<file path="src/rtl/split_pkg.sv">
// Shared types and helpers for the streaming split-constraint evaluator.
package split_pkg;

  typedef enum logic [1:0] {
    MODE_TAUT   = 2'd0,
    MODE_PARITY = 2'd1,
    MODE_SUM    = 2'd2
  } split_mode_e;

  typedef enum logic [1:0] {
    S_IDLE  = 2'd0,
    S_ACCUM = 2'd1,
    S_DONE  = 2'd2
  } split_state_e;

  // A beat ends the instance when the sender flags it or the expected count is reached.
  function automatic logic is_terminal(input logic last, input int beat_count,
                                       input int num_vars);
    return last || (beat_count == num_vars);
  endfunction

endpackage

</file>
<file path="src/rtl/split_accum.sv">
// Parity and modular-sum accumulators; exposes the values they take after the current beat.
module split_accum #(
  parameter int MAX_W = 8,
  parameter int SUM_W = 12
) (
  input  logic             clk,
  input  logic             rst,
  input  logic             clr,
  input  logic             en,
  input  logic             first,
  input  logic [MAX_W-1:0] data,
  output logic             parity_nxt,
  output logic [SUM_W-1:0] sum_nxt
);

  logic             parity_q, parity_d;
  logic [SUM_W-1:0] sum_q, sum_d;

  always_comb begin
    // The first beat of an instance starts from zero regardless of stale contents.
    parity_nxt = (first ? 1'b0 : parity_q) ^ (^data);
    sum_nxt    = (first ? '0 : sum_q) + SUM_W'(data);
    parity_d   = parity_q;
    sum_d      = sum_q;
    if (clr) begin
      parity_d = 1'b0;
      sum_d    = '0;
    end else if (en) begin
      parity_d = parity_nxt;
      sum_d    = sum_nxt;
    end
  end

  always_ff @(posedge clk) begin
    if (rst) begin
      parity_q <= 1'b0;
      sum_q    <= '0;
    end else begin
      parity_q <= parity_d;
      sum_q    <= sum_d;
    end
  end

endmodule

</file>
<file path="src/rtl/split_stream_eval.sv">
// Streams NUM_VARS beats of one instance and returns a registered verdict x plus a framing error.
// Handshakes: a beat moves when in_valid & in_ready; a verdict moves when out_valid & out_ready.
module split_stream_eval
  import split_pkg::*;
#(
  parameter int NUM_VARS = 40,
  parameter int MAX_W    = 8,
  parameter int MODE     = 0,
  parameter int PARITY   = 0,
  parameter int SUM_W    = 12,
  parameter int TARGET   = 0
) (
  input  logic             clk,
  input  logic             rst,
  input  logic             in_valid,
  output logic             in_ready,
  input  logic [MAX_W-1:0] in_data,
  input  logic             in_last,
  output logic             out_valid,
  input  logic             out_ready,
  output logic             x,
  output logic             err
);

  localparam int               CNT_W      = $clog2(NUM_VARS + 1);
  localparam logic             PARITY_BIT = 1'(PARITY);
  localparam logic [SUM_W-1:0] TARGET_V   = SUM_W'(TARGET);

  split_state_e     state_q, state_d;
  logic [CNT_W-1:0] count_q, count_d;
  logic             in_ready_q, in_ready_d;
  logic             out_valid_q, out_valid_d;
  logic             x_q, x_d;
  logic             err_q, err_d;

  logic             beat_acc;
  logic [CNT_W-1:0] cnt_inc;
  logic             terminal;
  logic             frame_err;
  logic             verdict;
  logic             first_beat;
  logic             acc_clr;
  logic             parity_nxt;
  logic [SUM_W-1:0] sum_nxt;

  split_accum #(
    .MAX_W (MAX_W),
    .SUM_W (SUM_W)
  ) u_accum (
    .clk        (clk),
    .rst        (rst),
    .clr        (acc_clr),
    .en         (beat_acc),
    .first      (first_beat),
    .data       (in_data),
    .parity_nxt (parity_nxt),
    .sum_nxt    (sum_nxt)
  );

  always_comb begin
    beat_acc   = in_valid & in_ready_q;
    first_beat = (state_q == S_IDLE);
    acc_clr    = (state_q == S_DONE) & out_ready;
    cnt_inc    = first_beat ? CNT_W'(1) : count_q + CNT_W'(1);
    terminal   = beat_acc && is_terminal(in_last, int'(cnt_inc), NUM_VARS);
    // The flag is wrong if it appears early or is missing on the final expected beat.
    frame_err  = in_last != (int'(cnt_inc) == NUM_VARS);

    if (MODE == int'(MODE_PARITY)) begin
      verdict = (parity_nxt == PARITY_BIT);
    end else if (MODE == int'(MODE_SUM)) begin
      verdict = (sum_nxt == TARGET_V);
    end else begin
      verdict = 1'b1;
    end

    state_d     = state_q;
    count_d     = count_q;
    out_valid_d = out_valid_q;
    x_d         = x_q;
    err_d       = err_q;

    case (state_q)
      S_IDLE, S_ACCUM: begin
        if (beat_acc) begin
          count_d = cnt_inc;
          state_d = S_ACCUM;
          if (terminal) begin
            state_d     = S_DONE;
            out_valid_d = 1'b1;
            err_d       = frame_err;
            x_d         = ~frame_err & verdict;
          end
        end
      end
      S_DONE: begin
        if (out_ready) begin
          state_d     = S_IDLE;
          count_d     = '0;
          out_valid_d = 1'b0;
          x_d         = 1'b0;
          err_d       = 1'b0;
        end
      end
      default: begin
        state_d     = S_IDLE;
        count_d     = '0;
        out_valid_d = 1'b0;
        x_d         = 1'b0;
        err_d       = 1'b0;
      end
    endcase

    in_ready_d = (state_d != S_DONE);
  end

  always_ff @(posedge clk) begin
    if (rst) begin
      state_q     <= S_IDLE;
      count_q     <= '0;
      in_ready_q  <= 1'b0;
      out_valid_q <= 1'b0;
      x_q         <= 1'b0;
      err_q       <= 1'b0;
    end else begin
      state_q     <= state_d;
      count_q     <= count_d;
      in_ready_q  <= in_ready_d;
      out_valid_q <= out_valid_d;
      x_q         <= x_d;
      err_q       <= err_d;
    end
  end

  assign in_ready  = in_ready_q;
  assign out_valid = out_valid_q;
  assign x         = x_q;
  assign err       = err_q;

endmodule

</file>
<file path="config.mk">
export PLATFORM = sky130hd
export DESIGN_NAME = split_stream_eval
export DESIGN_NICKNAME = d
export VERILOG_FILES = /design/src/rtl/split_pkg.sv /design/src/rtl/split_accum.sv /design/src/rtl/split_stream_eval.sv
export SDC_FILE = /design/constraint.sdc
export NUM_CORES = 1
export LEC_CHECK = 0
export CORE_UTILIZATION = 41
export CTS_CLUSTER_DIAMETER = 150
export DETAILED_ROUTE_END_ITERATION = 10
export PLACE_DENSITY = 0.72
export RECOVER_POWER = 25
export SLEW_MARGIN = 25
export SYNTH_ARGS = -nofsm -noshare
export SYNTH_HDL_FRONTEND = slang
export SYNTH_HIERARCHICAL = 1
export SYNTH_SLANG_ARGS = --single-unit
</file>
<file path="constraint.sdc">
create_clock -name clk -period 1.7 [get_ports clk]
set_input_delay 0.51 -clock clk [delete_from_list [all_inputs] [get_ports clk]]
set_output_delay 0.51 -clock clk [all_outputs]
set_load 0.005 [all_outputs]
</file>
==> flow_metrics.py <==
metrics = {
    "clock_tree": {
        "cts_max_level": 1,
        "clk_pin_slew_ns": 0.08,
        "numCtsBuffers": 3,
        "cts_root_buf": "clkbuf_4",
        "insertion_delay_ns": 0.27,
        "ctsHoldBuffers": 0,
        "clk_path_buf_depth": 2,
        "cts_tree": "yes",
        "cts_sinks": 12,
    },
    "timing": {
        "relSlewSlack_pct": 78.2,
        "finalHoldViolations": 0,
        "layout_min_cycle_time_ns": 1.79,
        "setup_slack_ns": -0.0905,
        "timing.fmax_mhz": 559,
        "worst_pin_slew_ns": 0.324,
        "slew_violations": 0,
        "rsz0062_at_grt": "true",
        "setup_viol": 5,
        "fin_skew_ns": 0.00156,
        "fin_crit_sh_pct": 105,
    },
    "yosys": {
        "synth_cells": 70,
        "yosysWarnings": 6,
        "yosysTopAreaCell": "dfxtp_1",
        "async_flop_share_pct": 0,
        "netlist_area_um2": 642,
        "synth_area_per_cell_um2": 9.17,
        "yosysSeqAreaShare_pct": 37.4,
        "synth_edf_count": 0,
        "synth_fp_nets": 85,
        "yosys-top-cells-area": "dfxtp_1, a21oi_1, o21ai_0, ha_1, nor3_1",
        "ys_types": 35,
        "synth_top_area_share_pct": 37.4,
        "synth_ff_type": "dfxtp_1",
        "ys_seq_elements": 12,
    },
    "grt": {
        "overflow": 0,
        "grt_pass1_vias": 610,
        "grt_start_max_net_pins": 14,
        "grt_usage_pct": 19.4,
        "grt_antenna_before_repair": 0,
        "grt_first_pass_wirelength_mm": 2.57,
    },
    "die": {
        "core_area_um2": 1380,
        "num_io_pins": 17,
        "die_area_um2": 1730,
        "die_width_um": 41.6,
        "core.rowCount": 13,
        "start_util_pct": 46.4,
        "dieHeight_um": 41.6,
    },
    "critical_path": {
        "crit_arrival_ns": 1.96,
        "crit_slowest_cell": "dfxtp_4",
        "crit_family": "simple AND/OR/NAND/NOR gates",
        "endpoint_kind": "flip-flop",
        "critPathBufInv": 0,
        "crit_top_cell": "ha_4",
        "cp-start-kind": "flip-flop",
        "path_cells": "ha_4, xor2_2, nor3_2, nand3_2, ha_4, and4bb_4, nand3b_1, a21oi_1",
        "max_stage_delay_ns": 0.36,
        "critical_path_class": "reg2reg",
        "critPathMaxFanout": 6,
        "crit_required_ns": 1.87,
    },
    "run": {
        "drv_cap": 0,
    },
    "worst_hold_path": {
        "hp-class": "reg2reg",
    },
    "route": {
        "drtAntennaViolNets": 0,
        "first_pass_iters": 4,
        "route.vias.total": 613,
        "wl_per_cell_um": 13.9,
        "first_iter_violations": 9,
        "finalWirelength_mm": 1.54,
        "viasPerCell": 5.52,
        "post-route-drc-count": 0,
    },
    "power": {
        "leakagePower_nw": 0.354,
        "total_power_mw": 0.619,
        "irDropWorstVdd_mv": 0.634,
        "power_density_nw_per_um2": 657,
    },
    "finish": {
        "drive_gt1_share_pct": 37.5,
        "antenna_cells": 0,
        "nFillCells": 114,
        "finalNetCount": 112,
        "syn2layout_area_growth_pct": 47.0,
    },
    "status": {
        "status": "finished with violations",
        "violations": "negative setup slack",
    },
    "place": {
        "dp_hpwl_mm": 1.05,
        "gp_congestion": 0.796,
        "pre_cts_ws_ns": -0.213,
        "portBuffers": 8,
    },
}
-- through the flow --
stage / cells / hold WS (ns) / utilization (%) / setup TNS (ns) / instance area [um^2]
detailed placement: 105 / 0.477 / 61.9 / -0.968 / 856
global route: 111 / 0.522 / 68.2 / -0.741 / 943
CTS: 110 / 0.494 / 67.1 / -0.408 / 928
floorplan: 70 / 0.473 / - / 0 / 671
finish: 111 / 0.495 / 68.2 / -0.290 / 943
global placement: 105 / 0.469 / 61.9 / -0.908 / 856
-- final timing paths --
| check | start | endpoint | slack [ns] | cells after the start |
|---|---|---|---|---|
| setup / recovery | count_q[0] | x | -0.09 | 8 |
| hold / removal | err | err | 0.49 | 2 |
| setup reg to reg | count_q[0] | x | -0.09 | 8 |
| hold reg to reg | err | err | 0.49 | 2 |
-- metal layers --
metal  up-vias  GRT usage (%)  wire length, um
met5         -              0                0
met4         0           3.87                9
met3         2           7.83               64
met2        13           33.1              784
met1       282           22.9              679
li1        316              -                -
-- synthesized netlist by cell type, types with 2 or more instances --
library cell	count
a21oi_1	7
dfxtp_1	12
ha_1	2
nand2_1	3
nand2b_1	2
nand3_1	2
nand3b_1	2
nor2_1	3
nor3_1	3
o211ai_1	2
o21ai_0	7
or4_1	2
-- worst register-to-register path, delay by kind of cell, from the launching register on --
kind,cells,cell delay (ns)
xor+xnor,1,0.15
flops,1,0.36
fa+ha+maj,2,0.34
compound gates,1,0.06
simple gates,4,0.78
-- final cells by class --
| type | instances | area (um^2) | share of cell area [%] |
|---|---|---|---|
| clock buffer | 4 | 36.3 | 3.85 |
| inverter | 1 | 3.75 | 0.398 |
| multi-input combinational | 54 | 427 | 45.2 |
| sequential | 12 | 246 | 26.1 |
| tap | 15 | 18.8 | 1.99 |
| timing repair buffer | 25 | 211 | 22.4 |
-- placed cells by master, fill, tap and decap left out, types with 2 or more instances in the layout --
cell / Yosys / final
a21oi_1: 7 / 7
nor2_1: 3 / 3
o211ai_1: 2 / 2
nand3_2: 1 / 3
nand2b_1: 2 / 2
nand2_1: 3 / 3
nand3b_1: 2 / 2
ha_4: 0 / 2
o21ai_0: 7 / 7
nor3_1: 3 / 2
clkdlybuf4s50_1: 0 / 8
dfxtp_2: 0 / 2
or4_1: 2 / 2
clkbuf_4: 0 / 3
buf_4: 1 / 16
dfxtp_1: 12 / 9
-- cell families (layout without fill, tap and decap cells) --
kind of cell	count (synthesis)	count (layout)	share of synthesized area (%)
and+or+nand+nor	26	26	27.5
adders and majority gates	2	2	3.90
buffers and inverters	4	30	4.68
muxes	2	2	3.31
DFF	12	12	37.4
xor gates and xnor gates	2	2	2.73
AOI/OAI and AO/OA	22	22	20.5
-- registers in the layout (all words and copies together), names as in the netlist --
| signal | flops |
|---|---|
| count_q | 6 |
| state_q | 2 |
| err | 1 |
| in_ready | 1 |
| out_valid | 1 |
| x | 1 |
-- where the power goes --
group / internal [mW] / switching, mW
combinational: 0.0507 / 0.0367
clock: 0.130 / 0.104
sequential: 0.289 / 0.00798
total: 0.470 / 0.149
-- repair_timing --
action	CTS	global route
endpoints found under the hold margin	0	0
setup buffers	1	1
endpoints found under the setup margin	6	6
resized for setup	5	2
pin swaps	5	6
No activity file was read; power rests on OpenSTA's default activity.
